--- config.mk ---
export PLATFORM = sky130hd
export DESIGN_NAME = line_clear_sequencer
export DESIGN_NICKNAME = d
export VERILOG_FILES = /design/src/rtl/line_clear_sequencer.sv
export SDC_FILE = /design/constraint.sdc
export NUM_CORES = 1
export LEC_CHECK = 0
export ABC_AREA = 1
export CAP_MARGIN = 30
export CORE_MARGIN = 2
export CORE_UTILIZATION = 58
export DETAILED_ROUTE_END_ITERATION = 8
export DONT_BUFFER_PORTS = 1
export PLACE_DENSITY_LB_ADDON = 0.15
export SYNTH_ARGS = -nofsm -noshare
export SYNTH_HDL_FRONTEND = slang
export SYNTH_SLANG_ARGS = --single-unit
--- constraint.sdc ---
create_clock -name clk -period 2.8 [get_ports clk]
set_input_delay 0.28 -clock clk [delete_from_list [all_inputs] [get_ports clk]]
set_output_delay 0.28 -clock clk [all_outputs]
set_load 0.005 [all_outputs]
--- src/rtl/line_clear_sequencer.sv ---
// line_clear_sequencer: piece phase controller (spawn, spawn check, fall,
// lock) plus bottom-up two-pointer row compaction over a single-row
// read/write port into the fixed-state board.
// Optional scoring is built when LINE_CLEAR_SCORE_EN is defined; otherwise
// score is tied to zero.
module line_clear_sequencer #(
  parameter int WIDTH   = 10,
  parameter int HEIGHT  = 20,
  parameter int COUNT_W = 16
) (
  input  logic                      clk,
  input  logic                      reset,
  input  logic                      game_tick,
  input  logic                      piece_touching_bottom,
  input  logic                      spawn_blocked,
  output logic [$clog2(HEIGHT)-1:0] row_rd_idx,
  input  logic [WIDTH-1:0]          row_rd_data,
  output logic                      row_wr_en,
  output logic [$clog2(HEIGHT)-1:0] row_wr_idx,
  output logic [WIDTH-1:0]          row_wr_data,
  output logic                      insert_new_piece,
  output logic                      lock_piece,
  output logic                      gravity_en,
  output logic                      clearing_line,
  output logic                      game_over,
  output logic [COUNT_W-1:0]        lines_cleared,
  output logic [23:0]               score
);

  localparam int IDX_W = $clog2(HEIGHT);
  localparam int K_W   = $clog2(HEIGHT + 1);
  localparam logic [IDX_W-1:0] LAST_ROW = IDX_W'(HEIGHT - 1);

  typedef enum logic [2:0] {
    S_SPAWN,
    S_SPAWN_CHK,
    S_FALL,
    S_LOCK,
    S_COMPACT,
    S_FILL,
    S_GAMEOVER
  } state_e;

  state_e             state_q, state_d;
  logic [IDX_W-1:0]   r_q, r_d;
  logic [IDX_W-1:0]   w_q, w_d;
  logic [K_W-1:0]     k_q, k_d;
  logic [COUNT_W-1:0] lc_q, lc_d;
  logic [COUNT_W:0]   lc_sum;
  logic               row_full;
  logic               compact_exit;

  assign row_full      = &row_rd_data;
  assign lines_cleared = lc_q;

  // State and pointer registers
  always_ff @(posedge clk) begin
    if (reset) begin
      state_q <= S_SPAWN;
      r_q     <= '0;
      w_q     <= '0;
      k_q     <= '0;
      lc_q    <= '0;
    end else begin
      state_q <= state_d;
      r_q     <= r_d;
      w_q     <= w_d;
      k_q     <= k_d;
      lc_q    <= lc_d;
    end
  end

  // Next-state, pointer update and output decode; outputs are forced idle
  // while reset is high so the reset cycle never strobes or writes.
  always_comb begin
    state_d          = state_q;
    r_d              = r_q;
    w_d              = w_q;
    k_d              = k_q;
    lc_d             = lc_q;
    lc_sum           = '0;
    compact_exit     = 1'b0;
    row_rd_idx       = '0;
    row_wr_en        = 1'b0;
    row_wr_idx       = '0;
    row_wr_data      = '0;
    insert_new_piece = 1'b0;
    lock_piece       = 1'b0;
    gravity_en       = 1'b0;
    clearing_line    = 1'b0;
    game_over        = 1'b0;

    unique case (state_q)
      S_SPAWN: begin
        insert_new_piece = 1'b1;
        state_d          = S_SPAWN_CHK;
      end
      S_SPAWN_CHK: begin
        state_d = spawn_blocked ? S_GAMEOVER : S_FALL;
      end
      S_FALL: begin
        gravity_en = 1'b1;
        if (game_tick && piece_touching_bottom) state_d = S_LOCK;
      end
      S_LOCK: begin
        lock_piece = 1'b1;
        r_d        = LAST_ROW;
        w_d        = LAST_ROW;
        k_d        = '0;
        state_d    = S_COMPACT;
      end
      S_COMPACT: begin
        clearing_line = 1'b1;
        row_rd_idx    = r_q;
        if (row_full) begin
          k_d = k_q + 1'b1;
        end else begin
          if (w_q != r_q) begin
            row_wr_en   = 1'b1;
            row_wr_idx  = w_q;
            row_wr_data = row_rd_data;
          end
          w_d = w_q - 1'b1;
        end
        r_d = r_q - 1'b1;
        if (r_q == '0) begin
          compact_exit = 1'b1;
          state_d      = (k_d != '0) ? S_FILL : S_SPAWN;
        end
      end
      S_FILL: begin
        clearing_line = 1'b1;
        row_wr_en     = 1'b1;
        row_wr_idx    = w_q;
        row_wr_data   = '0;
        w_d           = w_q - 1'b1;
        if (w_q == '0) state_d = S_SPAWN;
      end
      S_GAMEOVER: begin
        game_over = 1'b1;
      end
      default: begin
        state_d = S_SPAWN;
      end
    endcase

    // Saturating running total, using k including the exit cycle's row
    lc_sum = {1'b0, lc_q} + (COUNT_W + 1)'(k_d);
    if (compact_exit) lc_d = lc_sum[COUNT_W] ? '1 : lc_sum[COUNT_W-1:0];

    if (reset) begin
      row_rd_idx       = '0;
      row_wr_en        = 1'b0;
      row_wr_idx       = '0;
      row_wr_data      = '0;
      insert_new_piece = 1'b0;
      lock_piece       = 1'b0;
      gravity_en       = 1'b0;
      clearing_line    = 1'b0;
      game_over        = 1'b0;
    end
  end

`ifdef LINE_CLEAR_SCORE_EN
  logic [23:0] score_q, score_d, score_inc;
  logic [24:0] score_sum;

  // Score increment by number of rows removed in this compaction
  always_comb begin
    score_inc = '0;
    score_sum = '0;
    score_d   = score_q;
    if (k_d == '0)               score_inc = 24'd0;
    else if (k_d == K_W'(1))     score_inc = 24'd40;
    else if (k_d == K_W'(2))     score_inc = 24'd100;
    else if (k_d == K_W'(3))     score_inc = 24'd300;
    else                         score_inc = 24'd1200;
    score_sum = {1'b0, score_q} + {1'b0, score_inc};
    if (compact_exit) score_d = score_sum[24] ? '1 : score_sum[23:0];
  end

  // Score register
  always_ff @(posedge clk) begin
    if (reset) score_q <= '0;
    else       score_q <= score_d;
  end

  assign score = score_q;
`else
  assign score = '0;
`endif

endmodule

==> run summary <==
final setup margin: 0.145 ns
worst endpoint data arrival time: 2.84 ns
Setup-failing EPs final: 0
clock power share: 20.1%
largest net degree at the start of global routing: 28
Max VDD drop: 0.506 mV
FFs w/ async S/R, synth: 0%
final antenna-violating net count: 0
Logic pwr share: 44.7%
setup slack at placement: -0.00306 ns
# fillers: 398
TritonCTS buffer count: 5
Die H: 72.2 microns
Routed WL per cell: 12.8 microns
Final Wtd Congestion: 0.853
maximum clock insertion buffer count: 2
Achievable Freq: 377 MHz
Fin. Hold Viols: 0
DIE WIDTH: 72.2 microns
leading area contributor after synthesis: dfxtp_1
Period Utilization, post-route: 94.8%
post-DR vias/cell: 5.37
gr usage total: 23.7%
Setup crit end kind: flop
Detail Placement HPWL: 4430 microns
Cell Pwr Density: 658 mW/mm^2
share of the synthesized area in the top cell type: 25.2%
cells after synthesis: 405
layout cells sized above 1: 21.0%
number of diodes: 0
Total Wirelength: 6020 microns
number of flops mapped to enable cells by yosys: 0
cell area after layout: 0.00291 sq mm
Seq pwr share: 35.2%
starting DRC count in detailed routing: 131
Synth Register Bits: 34
internal cell power: 1100 uW
# clock sinks: 34
DRC viols: 0
Sw Share: 42.5%
first-pass GRT wire length: 9870 microns
nets: 444
Vias: 2527
Mapped Area: 0.00270 sq mm
initial core utilization: 61.1%
Worst Setup Path Type: flop to flop
CTS H-tree lvls: 2
Post-Layout Cell Count: 471
Critical Path Fanout Max: 5
I/O pins: 81
fin crit period: 2.66 ns
worst min path class: primary input to flop
Worst-path clk slew: 0.07 ns
LEAKAGE: 0.00135 uW
hold_ws: 0.0479 ns
Area after DPL: 0.00266 sq mm
grt ovf: 0
area grow syn2layout: 7.75%
sequential area share after synthesis: 25.2%
Synth Flop Type: dfxtp_1
Yosys warnings: 0
vias in the first global route: 2195
Unique masters post-synth: 45
NetSw: 812 uW
initial antenna violation count: 0
final slew viol count: 0
Clock Latency Late Sink: 0.29 ns
Worst Setup Start Kind: flop
root buffer cell: clkbuf_8
outcome: completed
clock skew: 0.00520 ns
largest cells by area after synthesis: dfxtp_1 25%, nand2_1 13%, buf_4 7.0%, inv_1 6.4%, nor2_1 4.7%
drt first pass iters: 4
WP data required: 2.99 ns
core area: 0.00441 sq mm
die area: 0.00521 sq mm
max-capacitance violation count: 0
# rows: 24
Cells after DPL: 452
Core Util, Final: 65.8%
port bufs: 0
TritonCTS clock tree: done
Post-Syn Area per Cell: 6.66 sq um
==> sequential cells by signal, summed over array words and instances (netlist names) <==
register and cells:
state_q 3, k_q 5, w_q 5, lines_cleared 16
r_q 5
==> placed cells by master (no fill, tap or decap), types with 4 or more instances in the layout <==
master,instances
inv_1,45
o21ai_1,4
nand3_2,4
a21oi_1,16
ha_1,7
nand2_1,92
xor2_1,4
o21ai_2,4
nand4_1,6
conb_1,24
dfxtp_1,31
nand3_1,21
nand2_2,9
nor2_1,34
o21ai_0,11
o221ai_1,4
clkbuf_8,6
nor2_2,10
nor2_4,4
inv_2,14
nor3_1,16
buf_4,15
==> synth_stat cells (2+ instances only) <==
cell type / instances
a211oi_1: 3
a21oi_1: 16
a21oi_2: 2
buf_4: 25
clkbuf_1: 4
dfxtp_1: 34
ha_1: 10
inv_1: 46
inv_2: 13
nand2_1: 96
nand2_2: 5
nand3_1: 24
nand3_2: 2
nand3b_4: 2
nand4_1: 6
nor2_1: 34
nor2_2: 10
nor2_4: 4
nor3_1: 16
nor3_2: 3
nor4_1: 2
o211ai_1: 2
o21ai_0: 11
o21ai_1: 6
o21ai_2: 2
o221ai_1: 4
xnor2_1: 2
xor2_1: 4
==> stage by stage <==
stage / TNS, ns / power (uW)
floorplan: 0 / 1310
global placement: 0 / 1420
detailed placement: -0.00306 / 1430
CTS: 0 / 1830
global route: -0.105 / 2070
finish: 0 / 1910
==> power groups by stage <==
stage          registers, uW  logic [uW]  clock network (uW)
6_report                 673         856                 384
5_1_grt                  684         966                 417
3_3_place_gp             672         744                   0
2_1_floorplan            652         663                   0
3_5_place_dp             675         756                   0
4_1_cts                  665         775                 391
==> path summary, 6_finish.rpt <==
check | slack, ns | start | endpoint | depth (start not counted)
worst max register to register | 0.14 | state_q[1]$_SDFFE_PP0P_ | lines_cleared[14]$_SDFFE_PP0P_ | 18
worst min-delay path | 0.05 | reset | state_q[2]$_SDFFE_PP0P_ | 1
worst min register to register | 0.51 | r_q[4]$_SDFFE_PP0N_ | r_q[4]$_SDFFE_PP0N_ | 1
worst max-delay path | 0.14 | state_q[1]$_SDFFE_PP0P_ | lines_cleared[14]$_SDFFE_PP0P_ | 18
==> area by class of cell <==
| cell class | instances | area, sq um | area share, % |
|---|---|---|---|
| clock inverter | 1 | 5.00 | 0.172 |
| inverter | 61 | 246 | 8.48 |
| multi-input combinational | 301 | 1700 | 58.6 |
| clock buffer | 7 | 86.3 | 2.97 |
| tap | 52 | 65.1 | 2.24 |
| timing repair buffer | 15 | 113 | 3.87 |
| sequential | 34 | 687 | 23.6 |
==> critical path: stages, from the launching register on <==
cell,delay (ns)
dfxtp_4,0.36
nor2_2,0.09
inv_2,0.06
nor2_4,0.23
nand3_2,0.13
nand2_2,0.11
ha_4,0.12
inv_1,0.05
fa_2,0.40
inv_2,0.06
nand3_2,0.05
nand2_2,0.09
nand2_2,0.07
a21oi_4,0.28
nand3b_4,0.13
o21ai_2,0.12
nand2_1,0.06
nor2_1,0.09
nor2_1,0.05
==> routing by layer <==
metal  wire length [microns]  vias up  track usage, %
met5                       0        -               0
met4                      86        0            8.81
met3                     448       10            5.00
met2                    2650       98            35.9
met1                    2830     1139            33.1
li1                        -     1280               -
==> cell families (layout without fill, tap and decap cells) <==
logic type / count (synthesis) / after routing / share of synthesized area (%)
and+or+nand+nor: 206 / 206 / 36.5
buffers and inverters: 93 / 84 / 17.4
AOI/OAI and AO/OA: 54 / 54 / 13.4
DFF: 34 / 34 / 25.2
adders and majority gates: 11 / 11 / 5.38
xor gates and xnor gates: 6 / 6 / 1.95
other: 1 / 24 / 0.139
==> what timing repair did <==
action                                  4_1_cts  5_1_grt
resized for setup                             0       20
hold buffers                                  0        0
cloned                                        0        0
pin swaps                                     1       12
endpoints found under the setup margin        2       16
buffers inserted                              2        9
(Power assumes the default switching activity.)
